File: src/rtl/tx_arbiter.sv
// tx_arbiter
//
// Transmit-side arbiter for the PCIe transaction layer. Requests from five
// lanes are logged in arrival order by a small sequence recorder (FIFO).
// Grants are then issued strictly in that order. Lanes that arrive together
// share one recorder entry and are granted from lane 0 up to lane 4.
//
// Lane map: 0 = A2P_1 read, 1 = A2P_2 write, 2 = Master completion,
//           3 = Rx Router completion, 4 = Rx Router message.
//
// Parameters:
//   DATA_WIDTH      recorder entry width, one bit per lane (must be 5)
//   FIFO_DEPTH      number of recorder entries (power of two, >= 2)
//
// Ports:
//   clk             clock, rising edge
//   arst            asynchronous active-low reset
//   a2p1_valid      lane 0 request
//   a2p2_valid      lane 1 request
//   master_valid    lane 2 request
//   rx_router_valid lanes 3 (bit0) and 4 (bit1) requests
//   tl_ready        downstream accepts a TLP this cycle
//   a2p1_grant      lane 0 one-cycle grant
//   a2p2_grant      lane 1 one-cycle grant
//   master_grant    lane 2 one-cycle grant
//   rx_router_grant lanes 3/4 one-cycle grants
//   sel             index of the lane granted this cycle
//   sel_valid       a grant is active this cycle
//   fifo_full       recorder full
//   fifo_empty      recorder empty
//   fifo_count      recorder occupancy (only with TX_ARBITER_STATUS_EN)
//
// Build option:
//   TX_ARBITER_STATUS_EN  when defined, adds the fifo_count output.
//
// All outputs are registered.

module tx_arbiter #(
    parameter int unsigned DATA_WIDTH = 5,
    parameter int unsigned FIFO_DEPTH = 16
) (
    input  logic                           clk,
    input  logic                           arst,
    input  logic                           a2p1_valid,
    input  logic                           a2p2_valid,
    input  logic                           master_valid,
    input  logic [1:0]                     rx_router_valid,
    input  logic                           tl_ready,
    output logic                           a2p1_grant,
    output logic                           a2p2_grant,
    output logic                           master_grant,
    output logic [1:0]                     rx_router_grant,
    output logic [2:0]                     sel,
    output logic                           sel_valid,
    output logic                           fifo_full,
    output logic                           fifo_empty
`ifdef TX_ARBITER_STATUS_EN
    ,
    output logic [$clog2(FIFO_DEPTH):0]    fifo_count
`endif
);

    localparam int unsigned AW = $clog2(FIFO_DEPTH);

    logic [DATA_WIDTH-1:0] req_vec;
    logic [DATA_WIDTH-1:0] new_req;
    logic [DATA_WIDTH-1:0] pending_q, pending_d;
    logic [DATA_WIDTH-1:0] grant_q, grant_d;
    logic [DATA_WIDTH-1:0] work_q, work_d;
    logic [DATA_WIDTH-1:0] eff_work;
    logic [DATA_WIDTH-1:0] pick;
    logic [DATA_WIDTH-1:0] mem_q [FIFO_DEPTH];

    logic [AW:0] wr_ptr_q, wr_ptr_d;
    logic [AW:0] rd_ptr_q, rd_ptr_d;
    logic        full_q, full_d;
    logic        empty_q, empty_d;
    logic        push, pop;
    logic [2:0]  sel_q, sel_d;
    logic        sel_valid_q, sel_valid_d;

    // Next-state logic for recorder, work register, pending flags and grants.
    always_comb begin
        req_vec = {rx_router_valid, master_valid, a2p2_valid, a2p1_valid};
        // A lane showing its grant this cycle still has valid high; mask it so
        // the held request is not recorded a second time.
        new_req = req_vec & ~pending_q & ~grant_q;

        // The head is only taken when it can be granted immediately, so a
        // stalled downstream leaves both the work register and the FIFO alone.
        pop  = tl_ready && (work_q == '0) && !empty_q;
        // A pop in the same cycle frees the slot the push needs.
        push = (|new_req) && (!full_q || pop);

        // Granting straight from the popped head gives the first grant in the
        // cycle after the pop rather than one cycle later.
        eff_work = pop ? mem_q[rd_ptr_q[AW-1:0]] : work_q;
        // Isolate the lowest set bit.
        pick     = eff_work & (~eff_work + DATA_WIDTH'(1));

        grant_d = tl_ready ? pick : '0;
        work_d  = tl_ready ? (eff_work & ~pick) : work_q;

        pending_d = (pending_q & ~grant_d) | (push ? new_req : '0);

        sel_valid_d = |grant_d;
        sel_d       = '0;
        for (int i = 0; i < DATA_WIDTH; i++) begin
            if (grant_d[i]) begin
                sel_d = 3'(i);
            end
        end

        wr_ptr_d = push ? wr_ptr_q + (AW+1)'(1) : wr_ptr_q;
        rd_ptr_d = pop  ? rd_ptr_q + (AW+1)'(1) : rd_ptr_q;

        empty_d = (wr_ptr_d == rd_ptr_d);
        full_d  = (wr_ptr_d[AW] != rd_ptr_d[AW]) &&
                  (wr_ptr_d[AW-1:0] == rd_ptr_d[AW-1:0]);
    end

    // Control state and registered outputs.
    always_ff @(posedge clk or negedge arst) begin
        if (!arst) begin
            wr_ptr_q    <= '0;
            rd_ptr_q    <= '0;
            full_q      <= 1'b0;
            empty_q     <= 1'b1;
            pending_q   <= '0;
            work_q      <= '0;
            grant_q     <= '0;
            sel_q       <= '0;
            sel_valid_q <= 1'b0;
        end else begin
            wr_ptr_q    <= wr_ptr_d;
            rd_ptr_q    <= rd_ptr_d;
            full_q      <= full_d;
            empty_q     <= empty_d;
            pending_q   <= pending_d;
            work_q      <= work_d;
            grant_q     <= grant_d;
            sel_q       <= sel_d;
            sel_valid_q <= sel_valid_d;
        end
    end

    // Recorder storage; contents are qualified by the pointers, so no reset.
    always_ff @(posedge clk) begin
        if (push) begin
            mem_q[wr_ptr_q[AW-1:0]] <= new_req;
        end
    end

`ifdef TX_ARBITER_STATUS_EN
    logic [AW:0] count_q;

    always_ff @(posedge clk or negedge arst) begin
        if (!arst) begin
            count_q <= '0;
        end else begin
            count_q <= wr_ptr_d - rd_ptr_d;
        end
    end

    assign fifo_count = count_q;
`endif

    assign a2p1_grant      = grant_q[0];
    assign a2p2_grant      = grant_q[1];
    assign master_grant    = grant_q[2];
    assign rx_router_grant = grant_q[4:3];
    assign sel             = sel_q;
    assign sel_valid       = sel_valid_q;
    assign fifo_full       = full_q;
    assign fifo_empty      = empty_q;

endmodule

File: config.mk
export PLATFORM = sky130hd
export DESIGN_NAME = tx_arbiter
export DESIGN_NICKNAME = d
export VERILOG_FILES = /design/src/rtl/tx_arbiter.sv
export SDC_FILE = /design/constraint.sdc
export NUM_CORES = 1
export LEC_CHECK = 0
export BUFFER_PORTS_ARGS = -buffer_cell sky130_fd_sc_hd__buf_2
export CELL_PAD_IN_SITES_DETAIL_PLACEMENT = 0
export CELL_PAD_IN_SITES_GLOBAL_PLACEMENT = 1
export CORE_ASPECT_RATIO = 0.9
export CORE_MARGIN = 2
export CORE_UTILIZATION = 50
export CTS_BUF_LIST = sky130_fd_sc_hd__clkbuf_16
export DETAILED_ROUTE_END_ITERATION = 10
export MAX_ROUTING_LAYER = met4
export PLACE_DENSITY_LB_ADDON = 0.1
export SLEW_MARGIN = 20
export SYNTH_ARGS = -nofsm -noshare
export SYNTH_HDL_FRONTEND = slang
export SYNTH_SLANG_ARGS = --single-unit
File: constraint.sdc
create_clock -name clk -period 6.01 [get_ports clk]
set_input_delay 0.601 -clock clk [delete_from_list [all_inputs] [get_ports clk]]
set_output_delay 0.601 -clock clk [all_outputs]
set_load 0.01 [all_outputs]
Yosys cells after proc, flatten, opt, wreduce, memory -nomap -nowiden:

Memories as Yosys holds them, arrays and structs flattened.
Cells that the tools add are included.

* register bits after elaboration: 31
* bits in latches: 0
* memory bits (writable): 80
* bits in read-only memories: 0
* input port bits: 8
* output and inout bits: 11
* word-level logic and storage cells: 48
* memories kept: 1

Memory list
* mem_q: depth 16, width 5, rd ports 1, clocked after memory_dff 0, wr ports 1, RTL line 72 `logic [DATA_WIDTH-1:0] mem_q [FIFO_DEPTH];`

* add/sub/neg operators: 3
* $mul: 0
* div/mod/pow operators: 0
* order comparisons: 0
* equality and inequality tests: 3
* shift-type cells: 0
* muxes and demuxes: 11
* bitwise operators: 11
* reduce and logical (&&, ||, !) cells: 10

Operators with widths (count)
* $and A5 B5 Y5: 5
* $mux W5: 5
* $not A5 Y5: 5
* $add A5 B1 Y5 const B: 3
* $reduce_or A5 Y1: 2
* $mux W3: 2
* $eq A5 B5 Y1: 1
* $logic_not A5 Y1: 1
* $or A5 B5 Y5: 1
* $eq A4 B4 Y1: 1
* $logic_and A1 B1 Y1: 4
* $mux W1: 3
* $logic_not A1 Y1: 2
* $mux W2: 1
* $logic_or A1 B1 Y1: 1
* $ne A1 B1 Y1: 1

Depth between registers and ports, before layout:

Gate-level depths: netlist of run 1.

* depth after elaboration: 12
* gate-level depth with buffers: 8

Worst setup path before layout of run 1:

Ideal clock, no wire load.

* kind: input to register
* from: in a2p1_valid
* to: reg full_q, in the netlist fifo_full
* data arrival time: 2.966 ns
* slack: 2.938 ns
* stages on the path: 6
* buffers on the path: 0
* cells stage by stage: nor3b_1 -> nor3_1 -> a211oi_1 -> xor3_1 -> or2_2 -> nor4b_1

* word-level cells in the longest chain between the ends: 7
* elaborated cells between the ends (all ways): 8

RTL lines
* start, declared: RTL line 44 `input logic a2p1_valid,`
* $and A5 B5 Y5 * (2 in series): RTL line 87 `new_req = req_vec & ~pending_q & ~grant_q;`
* $reduce_or A5 Y1 *: RTL line 93 `push = (|new_req) && (!full_q || pop);`
* $logic_and A1 B1 Y1 *: RTL line 93
* $mux W5 *: RTL line 114 `wr_ptr_d = push ? wr_ptr_q + (AW+1)'(1) : wr_ptr_q;`
* $eq A4 B4 Y1 or $ne A1 B1 Y1 (tied branches): RTL line 119, 118
* $logic_and A1 B1 Y1 *: RTL line 118 `full_d = (wr_ptr_d[AW] != rd_ptr_d[AW]) &&`
* net full_d: RTL line 76 `logic full_q, full_d;`
* end signal, assigned: RTL line 137 `full_q <= full_d;`
* end, declared: RTL line 76

The timed path passes the listed nets; every way through them passes the cells marked *.
A chain may end at the register's enable or synchronous reset.

Worst setup path in the final report of run 1:

* from: reg rd_ptr_q[1]
* to: reg pending_q[3]

* word-level cells in the longest chain between the ends: 9

RTL lines
* start, declared: RTL line 75 `logic [AW:0] rd_ptr_q, rd_ptr_d;`
* start signal, assigned: RTL line 136 `rd_ptr_q <= rd_ptr_d;`
* $mem_v2 Z16 W5 *
* $mux W5 *: RTL line 97 `eff_work = pop ? mem_q[rd_ptr_q[AW-1:0]] : work_q;`
* $not A5 Y5: RTL line 99 `pick = eff_work & (~eff_work + DATA_WIDTH'(1));`
* $add A5 B1 Y5: RTL line 99
* $and A5 B5 Y5 *: RTL line 99
* $mux W5 *: RTL line 101 `grant_d = tl_ready ? pick : '0;`
* net grant_d[3]: RTL line 68 `logic [DATA_WIDTH-1:0] grant_q, grant_d;`
* $not A5 Y5 *: RTL line 104 `pending_d = (pending_q & ~grant_d) | (push ? new_req : '0);`
* $and A5 B5 Y5 *: RTL line 104
* $or A5 B5 Y5 *: RTL line 104
* net pending_d[3]: RTL line 67 `logic [DATA_WIDTH-1:0] pending_q, pending_d;`
* end signal, assigned: RTL line 139 `pending_q <= pending_d;`
* end, declared: RTL line 67

Marked as above.

==> results of run 1 <==
metal layers:
layer  wire length, µm  vias to the layer above
met3               408                       10
met5                 0                        -
li1                  -                     1146
met1              4190                     1242
met2              4340                       64
met4               147                        0
sequential cells by signal (all words and copies together), names as in the netlist:
signal      count
fifo_empty      1
pending_q       5
rd_ptr_q        5
grant_q         5
sel_valid       1
mem_q          80
fifo_full       1
wr_ptr_q        5
work_q          4
sel             2
synthesized netlist by cell type (4+ instances only):
| library cell | n |
|---|---|
| sky130_fd_sc_hd__a211oi_1 | 5 |
| sky130_fd_sc_hd__a21oi_1 | 5 |
| sky130_fd_sc_hd__and2_1 | 15 |
| sky130_fd_sc_hd__clkbuf_1 | 5 |
| sky130_fd_sc_hd__dfrtp_1 | 28 |
| sky130_fd_sc_hd__edfxtp_1 | 80 |
| sky130_fd_sc_hd__ha_1 | 5 |
| sky130_fd_sc_hd__inv_1 | 11 |
| sky130_fd_sc_hd__mux2i_1 | 8 |
| sky130_fd_sc_hd__mux4_2 | 17 |
| sky130_fd_sc_hd__nand2_1 | 10 |
| sky130_fd_sc_hd__nand3_1 | 4 |
| sky130_fd_sc_hd__nor2_1 | 15 |
| sky130_fd_sc_hd__nor3_1 | 6 |
| sky130_fd_sc_hd__nor3b_1 | 7 |
| sky130_fd_sc_hd__o21ai_0 | 5 |
| sky130_fd_sc_hd__xnor2_1 | 6 |
| sky130_fd_sc_hd__xor2_1 | 6 |
worst max-delay path by stage:
stage | from | end | slack (ns) | cells after the start
after detailed placement | tl_ready | mem_q[7][2] | 2.86 | 6
final | rd_ptr_q[1] | pending_q[3] | 3.10 | 6
after global routing | work_q[3] | mem_q[7][2] | 2.95 | 5
after floorplan | a2p1_valid | fifo_full | 2.94 | 6
after CTS | rd_ptr_q[0] | pending_q[3] | 3.12 | 7
after global placement | tl_ready | mem_q[7][4] | 3.06 | 6
stage by stage:
step / hold slack [ns] / setup slack (ns) / cells
4_1_cts: 0.301 / 3.12 / 439
5_1_grt: 0.329 / 2.95 / 439
3_3_place_gp: 0.464 / 3.06 / 423
3_5_place_dp: 0.467 / 2.86 / 423
6_report: 0.284 / 3.10 / 439
2_1_floorplan: 0.305 / 2.94 / 287
cells in the final DEF (no fill, tap or decap), drive strengths merged, types with 3 or more instances in the layout:
| master | instances |
|---|---|
| a211oi | 5 |
| a21oi | 5 |
| a22o | 3 |
| and2 | 15 |
| buf | 25 |
| clkbuf | 10 |
| dfrtp | 28 |
| edfxtp | 80 |
| ha | 5 |
| inv | 15 |
| mux2 | 3 |
| mux2i | 8 |
| mux4 | 17 |
| nand2 | 10 |
| nand2b | 3 |
| nand3 | 4 |
| nor2 | 15 |
| nor2b | 3 |
| nor3 | 6 |
| nor3b | 8 |
| nor4b | 3 |
| o21ai | 7 |
| or2 | 3 |
| xnor2 | 6 |
| xor2 | 6 |
kinds of logic (layout without fill, tap and decap cells):
family | after synthesis | count (layout) | share of synthesized area
XOR/XNOR | 14 | 14 | 0.0327
buffers and inverters | 22 | 52 | 0.0219
AND/OR/NAND/NOR | 77 | 77 | 0.101
flip-flops | 109 | 109 | 0.675
AO/OA/AOI/OAI | 32 | 32 | 0.0483
multiplexers | 28 | 28 | 0.107
adder cells (fa/ha/maj) | 5 | 5 | 0.0135
worst register-to-register path, cell delays in order, from the launching register on:
cell	delay [ns]
sky130_fd_sc_hd__dfrtp_1	0.91
sky130_fd_sc_hd__mux4_2	0.46
sky130_fd_sc_hd__o21bai_1	0.19
sky130_fd_sc_hd__a21oi_1	0.11
sky130_fd_sc_hd__or4b_4	0.60
sky130_fd_sc_hd__nor3b_2	0.38
sky130_fd_sc_hd__o21ai_0	0.13
layout make-up:
cell class | count | area (µm²) | share of cell area
Sequential cell | 109 | 3130 | 0.602
Multi-Input combinational cell | 156 | 1430 | 0.275
Clock buffer | 10 | 250 | 0.0482
Tap cell | 122 | 153 | 0.0294
Timing Repair Buffer | 25 | 143 | 0.0275
Clock inverter | 6 | 48.8 | 0.00939
Inverter | 11 | 41.3 | 0.00795
where the power goes:
group / leakage, µW / internal (µW) / total (µW) / switching [µW]
registers: 0.00110 / 1020 / 1150 / 136
logic: 0.000706 / 443 / 973 / 530
clock network: 0.000151 / 313 / 588 / 275
==> results.cfg, run 1 <==
[clocking]
insertion_delay_ns = 0.35
cts_num_sinks = 109
ctsHoldBuffers = 0
cts.htree.levels = 3
cts_tree = yes
post_cts_buffers = 0
ctsRootBufferMaster = sky130_fd_sc_hd__clkbuf_16
clock_buffer_depth = 2
cts_resized = 0
cts.reportedPaths.clkPinSlew_ns = 0.08
cts-buffers-inserted = 9

[global_routing]
largest_net_degree_at_the_start_of_global_routing = 30
busiest_layer = met2
grt_usage = 0.201
globalRouteMet3Util = 0.0410
global_route_wire_length_before_repair_um = 14000
groute.layer.met2.usage = 0.314
globalRouteOverflowTotal = 0
antenna_violations_before_repair = 0
vias_in_the_first_global_route = 2490
gr_layer_usage_met1 = 0.270

[layout]
postLayoutCoreUtil = 0.575
n_antenna_cell = 0
postLayoutCellArea_mm2 = 0.00519
final_nets = 325
fraction_of_final_layout_cells_with_drive_strength_greater_than_1 = 0.227
final_layout_fill_cell_count = 711
layout-area-overhead-vs-synth_pct = 12.1

[logic_synthesis]
dominantRegCellSynth = sky130_fd_sc_hd__edfxtp_1
yosys.area.top_type = sky130_fd_sc_hd__edfxtp_1
synth.avg_cell_area_um2 = 16.2
mappedNetlistNets = 300
ys_types = 51
synthCells = 287
async_reset_ff_frac = 0.266
syn-cell-area_mm2 = 0.00464
synth_enable_flop_cells = 80
yosys.area.top_type_share = 0.518
share_of_the_yosys_chip_area_belonging_to_registers = 0.675
postSynthRegisterBits = 109
synth-warning-count = 0
netlist_top_cells_area = sky130_fd_sc_hd__edfxtp_1 52%, sky130_fd_sc_hd__dfrtp_1 15%, sky130_fd_sc_hd__mux4_2 8.3%

[route]
antenna_left = 0
dr_total_vias = 2462
dr.pass1.iters = 4
drt_first_iter_violations = 140
post-route-drc-count = 0
wire_per_inst_um = 20.7
finalWirelength_um = 9090
routed_via_density = 5.61

[run_status]
run_status = finished clean

[timing]
maxClockFrequency_mhz = 343
maxSlewViolCount = 0
maxSlewHeadroom = 0.423
final.min_clock_period_ns = 2.91
finalHoldViolations = 0
period_share = 0.485
unrepaired_setup_endpoints_after_global_routing = no
setup_tns_ns = 0
worst_pin_slew_ns = 0.866
worst_clock_skew_ns = 0.00943
finalSetupViolations = 0

[floorplanning]
die_height_um = 95.3
die_width_um = 105
floorplan.die_area_mm2 = 0.0101
core_area_mm2 = 0.00904
io_pins = 19
start_util = 0.513
number_of_standard_cell_rows_in_the_floorplan = 33

[worst_setup_path]
path_max_fanout = 21
critical_path_s_slowest_cell = sky130_fd_sc_hd__dfrtp_1
worst_setup_path_end_kind = flop
start_kind = flop
critical_setup_path_kind = reg2reg
reg2reg_slack_ns = 3.10
crit_arrival_ns = 3.12
slowest_delay_ns = 0.91
path_delay_family = simple AND/OR/NAND/NOR gates
r2r_end = pending_q[3]
reg2regPathDepth = 6
worst_ep_required_time_ns = 6.22
cp_cell_sequence = mux4_2 -> o21bai_1 -> a21oi_1 -> or4b_4 -> nor3b_2 -> o21ai_0
timing.critical_path.buf_inv = 0
rr_startpoint = rd_ptr_q[1]

[placed_design]
detailedPlacementHpwl_um = 6180
numPortBuffers = 18
finalWeightedCongestion = 0.784
detailed_place.area_mm2 = 0.00490

[min_path]
hold_class = in2async

[power_and_ir_drop]
power_leakage_uw = 0.00195
report.power.total_uw = 2710
max-vdd-ir-drop_mv = 0.413
power_density_mw_per_mm2 = 522

[job]
cap_viol_max_count = 0
Note: power is estimated with default switching activity, not from simulation.
==> inputs of run 2 (changes only) <==
CORE_UTILIZATION = 47   (was 50)
clock period = 2.49 ns   (was 6.01 ns; I/O delays follow)
==> results.cfg, run 2 (synthesized netlist as in run 1, its figures left out) <==
[run_status]
run_status = finished clean

[layout]
layout.cells.most_common = sky130_fd_sc_hd__edfxtp_1
sequential_cell_area_mm2 = 0.00313
n_antenna_cell = 0
final_nets = 366
layout_common_cells = 80 x sky130_fd_sc_hd__edfxtp_1, 43 x sky130_fd_sc_hd__buf_4, 27 x sky130_fd_sc_hd__dfrtp_1, 18 x sky130_fd_sc_hd__buf_2, 17 x sky130_fd_sc_hd__mux4_2
largest_register_ff_count = 80
multi_input_comb_area_mm2 = 0.00149
layout-area-overhead-vs-synth_pct = 20.2
final_layout_fill_cell_count = 798
fraction_of_final_layout_cells_with_drive_strength_greater_than_1 = 0.341
final-instance-count-excl-fill = 484

[floorplanning]
number_of_standard_cell_rows_in_the_floorplan = 34
io_pins = 19
floorplan.die_area_mm2 = 0.0107
die_width_um = 109
core_area_mm2 = 0.00961
start_util = 0.482
die_height_um = 98.2

[timing]
maxSlewHeadroom = 0.554
worst_clock_skew_ns = 0.00653
maxSlewViolCount = 0
final.min_clock_period_ns = 2.42
maxClockFrequency_mhz = 414
fin_ws_ns = 0.0733
finalSetupViolations = 0
finalHoldWorstSlack_ns = 0.271
period_share = 0.971
worst_pin_slew_ns = 0.669
unrepaired_setup_endpoints_after_global_routing = yes
finalHoldViolations = 0

[clocking]
cts.reportedPaths.clkPinSlew_ns = 0.07
cts_num_sinks = 109
insertion_delay_ns = 0.34
clock_buffer_depth = 2
cts.htree.levels = 3
ctsRootBufferMaster = sky130_fd_sc_hd__clkbuf_16
cts-buffers-inserted = 9
cts_tree = yes

[placed_design]
detailedPlacementHpwl_um = 7110
place_ws_ns = -0.0918
numPortBuffers = 18
dp.cells = 465
finalWeightedCongestion = 0.831

[worst_setup_path]
r2r_end = sel_valid
reg2reg_slack_ns = 0.07
start_kind = flop
reg2regPathDepth = 6
crit_arrival_ns = 2.64
beginning_of_the_critical_path = rd_ptr_q[0]
rr_startpoint = rd_ptr_q[0]
critical_setup_path_kind = reg2reg
worst_setup_path_end_kind = flop
worst_ep_required_time_ns = 2.71
path_max_fanout = 7
timing.critical_path.to = sel_valid

[route]
post-route-drc-count = 0
dr.pass1.iters = 4
routed_via_density = 5.32
dr_total_vias = 2577
wire_per_inst_um = 20.0
finalWirelength_um = 9700
drt_first_iter_violations = 161
antenna_left = 0

[min_path]
hold_start = tl_ready
hold_class = in2reg

[global_routing]
largest_net_degree_at_the_start_of_global_routing = 30
vias_in_the_first_global_route = 2667
antenna_violations_before_repair = 0
grt_usage = 0.209
global_route_wire_length_before_repair_um = 15500
globalRouteOverflowTotal = 0

[power_and_ir_drop]
power_density_mw_per_mm2 = 1270
max-vdd-ir-drop_mv = 0.501
power_leakage_uw = 0.00215

[job]
cap_viol_max_count = 0
-- run 2: layer usage --
metal | routed length [µm] | vias to the layer above | track usage | part of all wire
met4 | 106 | 0 | 0.0562 | 0.011
met5 | 0 | - | - | 0
met2 | 4580 | 48 | 0.304 | 0.47
met3 | 421 | 6 | 0.0374 | 0.043
li1 | - | 1219 | - | -
met1 | 4590 | 1304 | 0.307 | 0.47
-- run 2: area by class of cell --
| class | count | share of cell area |
|---|---|---|
| multi-input cells | 156 | 0.268 |
| flip-flops and latches | 109 | 0.562 |
| clock buffers | 9 | 0.0404 |
| clock inverters | 7 | 0.00898 |
| inverters | 11 | 0.00741 |
| repair buffers | 66 | 0.0855 |
| well taps | 126 | 0.0283 |
-- run 2: power by group --
| part | switching, µW | leakage, µW | total (µW) | internal [µW] |
|---|---|---|---|---|
| Sequential | 243 | 0.00109 | 2700 | 2460 |
| Clock | 639 | 0.000131 | 1320 | 681 |
| Combinational | 1580 | 0.000923 | 3090 | 1510 |
| Total | 2460 | 0.00215 | 7100 | 4650 |
-- run 2: what timing repair did --
item                       4_1_cts  5_1_grt
buffers inserted                 0        2
setup endpoints to repair        4       76
resized for setup                4       16
pin swaps                        1        3
hold buffers                     1        0
hold endpoints to repair        28        0
-- run 2: stage by stage --
stage	area, µm²	total power (µW)	utilization	setup TNS (ns)
after global routing	5570	7560	0.580	-0.0298
after detailed placement	5200	5660	0.541	-0.146
after CTS	5500	7030	0.572	-0.00830
after floorplan	4660	4530	-	0
final	5570	7100	0.580	0
after global placement	5200	5630	0.541	-0.403
-- run 2: worst max-delay path, cell delays in order (launching register included) --
cell	delay (ns)
sky130_fd_sc_hd__dfrtp_1	0.38
sky130_fd_sc_hd__buf_6	0.16
sky130_fd_sc_hd__mux4_2	0.49
sky130_fd_sc_hd__nor2_1	0.17
sky130_fd_sc_hd__a2111oi_2	0.09
sky130_fd_sc_hd__or4b_4	0.59
sky130_fd_sc_hd__a2111o_1	0.43
-- run 2: how the worst min path moves through the flow --
stage / slack, ns / to / cells past startpoint
3_5_place_dp: 0.32 / grant_q[1] / 1
6_report: 0.27 / work_q[1] / 3
4_1_cts: 0.25 / work_q[1] / 3
5_1_grt: 0.28 / work_q[1] / 3
2_1_floorplan: -0.05 / fifo_full / 0
3_3_place_gp: 0.32 / grant_q[1] / 1
